File: config.mk
export PLATFORM = sky130hd
export DESIGN_NAME = argmin_pipe_flat
export DESIGN_NICKNAME = d
export VERILOG_FILES = /design/src/rtl/argmin_pipe_if.sv /design/src/rtl/argmin_pipe.sv /design/src/flat_wrapper.sv
export SDC_FILE = /design/constraint.sdc
export NUM_CORES = 2
export LEC_CHECK = 0
export BUFFER_PORTS_ARGS = -buffer_cell sky130_fd_sc_hd__clkbuf_2
export CAP_MARGIN = 20
export CORE_UTILIZATION = 38
export DETAILED_ROUTE_END_ITERATION = 12
export REMOVE_ABC_BUFFERS = 1
export SYNTH_ARGS = -nofsm -noshare
export SYNTH_HDL_FRONTEND = slang
export SYNTH_SLANG_ARGS = --single-unit
File: constraint.sdc
create_clock -name clk -period 12.6 [get_ports clk]
set_input_delay 0.63 -clock clk [delete_from_list [all_inputs] [get_ports clk]]
set_output_delay 0.63 -clock clk [all_outputs]
set_load 0.1 [all_outputs]
File: src/rtl/argmin_pipe_if.sv
// argmin_pipe_if: cost-vector input and argmin result bundle.
interface argmin_pipe_if #(
    parameter int WIDTH = 32,
    parameter int COUNT = 10,
    parameter int ADDR_WIDTH = 4
);
    logic                   in_valid;
    logic [COUNT*WIDTH-1:0] inp;
    logic                   out_valid;
    logic [WIDTH-1:0]       outp;
    logic [ADDR_WIDTH-1:0]  outp_addr;
    logic [WIDTH-1:0]       outp_second;
    logic                   outp_unique;
    modport master (
        output in_valid, inp,
        input  out_valid, outp, outp_addr, outp_second, outp_unique
    );
    modport slave (
        input  in_valid, inp,
        output out_valid, outp, outp_addr, outp_second, outp_unique
    );
endinterface

File: src/rtl/argmin_pipe.sv
// argmin_pipe: registered binary tree returning min cost, its index, runner-up and uniqueness.
module argmin_pipe #(
    parameter int              WIDTH      = 32,
    parameter int              COUNT      = 10,
    parameter int              ADDR_WIDTH = 4,
    parameter bit              TIE_HIGH   = 1'b0,
    parameter logic [WIDTH-1:0] MARGIN    = '0
) (
    input logic          clk,
    input logic          rst,
    argmin_pipe_if.slave bus
);
    localparam int LEVELS = $clog2(COUNT);
    localparam int HALF = (COUNT + 1) / 2;
    typedef struct packed {
        logic [WIDTH-1:0]      mn;
        logic [ADDR_WIDTH-1:0] idx;
        logic [WIDTH-1:0]      sec;
    } node_t;
    node_t             src [COUNT];
    node_t             node_d [LEVELS][HALF];
    node_t             node_q [LEVELS][HALF];
    logic [LEVELS-1:0] vld_d, vld_q;
    logic              uniq_d, uniq_q;

    function automatic logic [WIDTH-1:0] min2(logic [WIDTH-1:0] x, logic [WIDTH-1:0] y);
        return x < y ? x : y;
    endfunction

    function automatic node_t merge(node_t a, node_t b);
        node_t r;
        logic  b_wins;
        b_wins = TIE_HIGH ? b.mn <= a.mn : b.mn < a.mn;
        r.mn = b_wins ? b.mn : a.mn;
        r.idx = b_wins ? b.idx : a.idx;
        r.sec = min2(b_wins ? a.mn : b.mn, min2(a.sec, b.sec));
        return r;
    endfunction

    // src holds the node list feeding the level being built; an odd last node passes through.
    always_comb begin
        int cnt;
        cnt = COUNT;
        node_d = '{default: '0};
        for (int k = 0; k < COUNT; k++) begin
            src[k].mn = bus.inp[k*WIDTH +: WIDTH];
            src[k].idx = ADDR_WIDTH'(k);
            src[k].sec = '1;
        end
        for (int l = 0; l < LEVELS; l++) begin
            for (int n = 0; n < HALF; n++)
                node_d[l][n] = 2*n + 1 < cnt ? merge(src[2*n], src[2*n + 1 < COUNT ? 2*n + 1 : COUNT - 1])
                             : 2*n < cnt ? src[2*n] : '0;
            for (int k = 0; k < HALF; k++)
                src[k] = node_q[l][k];
            cnt = (cnt + 1) / 2;
        end
        vld_d = LEVELS'({vld_q, bus.in_valid});
        uniq_d = {1'b0, node_d[LEVELS-1][0].mn} + {1'b0, MARGIN} < {1'b0, node_d[LEVELS-1][0].sec};
    end

    always_ff @(posedge clk) begin
        if (rst) begin
            node_q <= '{default: '0};
            vld_q <= '0;
            uniq_q <= 1'b0;
        end else begin
            node_q <= node_d;
            vld_q <= vld_d;
            uniq_q <= uniq_d;
        end
    end

    assign bus.out_valid = vld_q[LEVELS-1];
    assign bus.outp = node_q[LEVELS-1][0].mn;
    assign bus.outp_addr = node_q[LEVELS-1][0].idx;
    assign bus.outp_second = node_q[LEVELS-1][0].sec;
    assign bus.outp_unique = uniq_q;
endmodule

File: src/flat_wrapper.sv
// flat-port wrapper written by rule: the top's interface ports become plain ports
module argmin_pipe_flat 
#(
    parameter int              WIDTH      = 32,
    parameter int              COUNT      = 10,
    parameter int              ADDR_WIDTH = 4,
    parameter bit              TIE_HIGH   = 1'b0,
    parameter logic [WIDTH-1:0] MARGIN    = '0
)
  (clk, rst, bus_in_valid, bus_inp, bus_out_valid, bus_outp, bus_outp_addr, bus_outp_second, bus_outp_unique);
  argmin_pipe_if #(.WIDTH(WIDTH), .COUNT(COUNT), .ADDR_WIDTH(ADDR_WIDTH)) bus_i ();
  input logic clk;
  input logic rst;
  input wire logic [$bits(bus_i.in_valid)-1:0] bus_in_valid;
  input wire logic [$bits(bus_i.inp)-1:0] bus_inp;
  output wire logic [$bits(bus_i.out_valid)-1:0] bus_out_valid;
  output wire logic [$bits(bus_i.outp)-1:0] bus_outp;
  output wire logic [$bits(bus_i.outp_addr)-1:0] bus_outp_addr;
  output wire logic [$bits(bus_i.outp_second)-1:0] bus_outp_second;
  output wire logic [$bits(bus_i.outp_unique)-1:0] bus_outp_unique;
  assign bus_i.in_valid = bus_in_valid;
  assign bus_i.inp = bus_inp;
  assign bus_out_valid = bus_i.out_valid;
  assign bus_outp = bus_i.outp;
  assign bus_outp_addr = bus_i.outp_addr;
  assign bus_outp_second = bus_i.outp_second;
  assign bus_outp_unique = bus_i.outp_unique;
  argmin_pipe #(.WIDTH(WIDTH), .COUNT(COUNT), .ADDR_WIDTH(ADDR_WIDTH), .TIE_HIGH(TIE_HIGH), .MARGIN(MARGIN)) u_core (.clk(clk), .rst(rst), .bus(bus_i));
endmodule
==> metrics <==
vias in the first global route=33.8k; Crit. End Element=flip-flop; pin count of the biggest net entering global routing=between 100 and 150; Initial Utilization=0.383; CTS root buf=clkbuf_16; CP top delay family=compound AO/OA/AOI/OAI gates; Placeable Area=114000 sq um; synthesized instance count=between 4k and 5k; total CTS buffers=81; Placed Area=46200 sq um; CP max stage delay=between 700 and 800 ps; Via-to-Cell Ratio=between 5 and 6; die height=341 microns; startpoint types=flip-flop; crit path max-delay cell type=a31oi_4; status=complete, no violations; Post-CTS Hold Buffers=0; post-synthesis register bit count=731; IO buf count=392; Die W=341 microns; Fmax=120 MHz; Yosys cell types=80; Core Util, Final=0.431; post-layout minimum cycle time=8320 ps; PwrDens=224 nW/um^2; first-pass GRT wire length=192 mm; layout cells sized above 1=0.154; hold slack=approximately 210 ps; asr flop ratio synth=0; initial antenna violation count=15; Clock Path Buffers=3; Final period util=0.660; gr usage total=0.210; num rows=124; GR Overflow Total=0; RSZ-0062 raised after global routing=no; TritonCTS clock tree=built; Setup TNS=0 ps; reg2reg setup slack=~4300 ps; final setup skew=slightly below 40 ps; nets@finish=between 5k and 6k; yosys warns=0; DP HPWL=99.3 mm; total number of vias=34.8k; DR iter-0 viols=~2.2k; setup bufs post-CTS=0; Final Hold Vio Count=0; DR WL/cell=between 15 and 20 microns; WP buf/inv=4; crit path kind=reg -> reg; clock slew at reported path FFs=60 ps; design area=49200 sq um; Seq/Total Area, Yosys=0.335; slew margin rel.=0.196; commonest non-fill, non-tap cell in the layout=dfxtp_1; Top FF cell, synth=dfxtp_1; most frequent cells in the layout=731 x dfxtp_1, 558 x ha_1, 448 x inv_1, 391 x clkbuf_2, 363 x nand2_1; syn_area_per_cell=8.85 sq um; DRC Markers=0; CP required=approximately 13000 ps; Slew Viols, Final=0; maximum fanout along the worst path=between 60 and 70; post-CTS sizing=0; die area=116000 sq um; H-Tree Depth=3; worst min path class=in -> reg; Layout area overhead=12.4%; leakage power=between 20 and 25 nW; worst slew pin tran=1210 ps; worst skew pair latency=660 ps; GP Congestion=0.909; Final setup viols=0; Ports=~390; cell area after synthesis=43700 sq um; drt first pass iters=6; max-cap violation count=0; worst endpoint data arrival time=8880 ps; final wirelength=125 mm; clk sinks=731; EDFF count, synth=0; IR drop worst, VDD=0.000234 V; post-route ant nets=0; most used cell, CP=a21o_1
metrics by stage:
step | std cells | power, mW | worst slack [ps]
final | 6696 | 11.0 | 4280
after global routing | 6695 | 11.8 | 3700
after CTS | 6688 | 11.1 | 4260
after detailed placement | 6538 | 8.53 | 4260
after global placement | 6538 | 8.48 | 4510
after floorplan | 4597 | 6.95 | 1120
cells in the mapped netlist, types with 32 or more instances:
cell      number  share of area
mux2_2       126          0.032
nor3_1        56         0.0064
inv_1        449          0.039
buf_2         41         0.0047
o311ai_0      33         0.0066
nand2_1      364          0.031
nor2b_1      156          0.022
buf_4         80          0.014
a31oi_1       35         0.0050
ha_1         558           0.16
clkbuf_1     203          0.017
o31ai_1       38         0.0065
nand4_1      140          0.020
a21oi_1      328          0.038
or2_2         35         0.0050
nor2_1       344          0.030
a311o_1       32         0.0073
a311oi_1      35         0.0070
dfxtp_1      731           0.33
o211a_1       33         0.0076
mux2i_1      361          0.083
a21o_1       119          0.020
and2_1        35         0.0050
o21ai_0      251          0.029
nand3_1       97          0.011
power breakdown:
group / internal (mW) / switching, mW
Clock: 1.49 / 0.997
Sequential: 2.65 / 0.214
Combinational: 2.04 / 3.63
registers in the layout (all words and copies together) (netlist names):
register and cells:
u_core.node_q 527, u_core.node_d 131, u_core.bus.outp 32, u_core.bus.outp_second 32
u_core.bus.outp_addr 4, u_core.vld_q 4, u_core.bus.outp_unique 1
per-layer routing:
metal	wire length [microns]	global-route usage
met5	0	0
met4	4250	0.0741
met1	58400	0.280
met2	57700	0.351
met3	4660	0.0241
cell families (layout without fill, tap and decap cells):
group | after synthesis | after routing | synth area share
AO/OA/AOI/OAI | 1070 | 1070 | 0.168
adder cells (fa/ha/maj) | 558 | 558 | 0.160
buffers and inverters | 796 | 1033 | 0.0794
flip-flops | 731 | 731 | 0.335
multiplexers | 488 | 488 | 0.115
other | 0 | 4 | 0
AND/OR/NAND/NOR | 1300 | 1300 | 0.143
area by class of cell:
type                       instances  area, sq um
antenna                            4         10.0
clock buffer                     108         2280
clock inverter                    42          552
fill                           11300        65000
inverter                         450         1700
multi-input combinational       3416        25800
sequential                       731        14600
tap                             1512         1890
timing repair buffer             433         2330
path summary, 6_finish.rpt:
kind                                 startpoint                                 to  depth (start not counted)
setup / recovery  u_core.node_q[665]$_SDFF_PP0_  u_core.bus.outp_unique$_SDFF_PP0_                         30
setup reg to reg  u_core.node_q[665]$_SDFF_PP0_  u_core.bus.outp_unique$_SDFF_PP0_                         30
hold / removal                     bus_in_valid         u_core.vld_q[0]$_SDFF_PP0_                          2
hold reg to reg   u_core.node_d[878]$_SDFF_PP0_      u_core.node_d[606]$_SDFF_PP0_                          1
(Power assumes the default switching activity.)
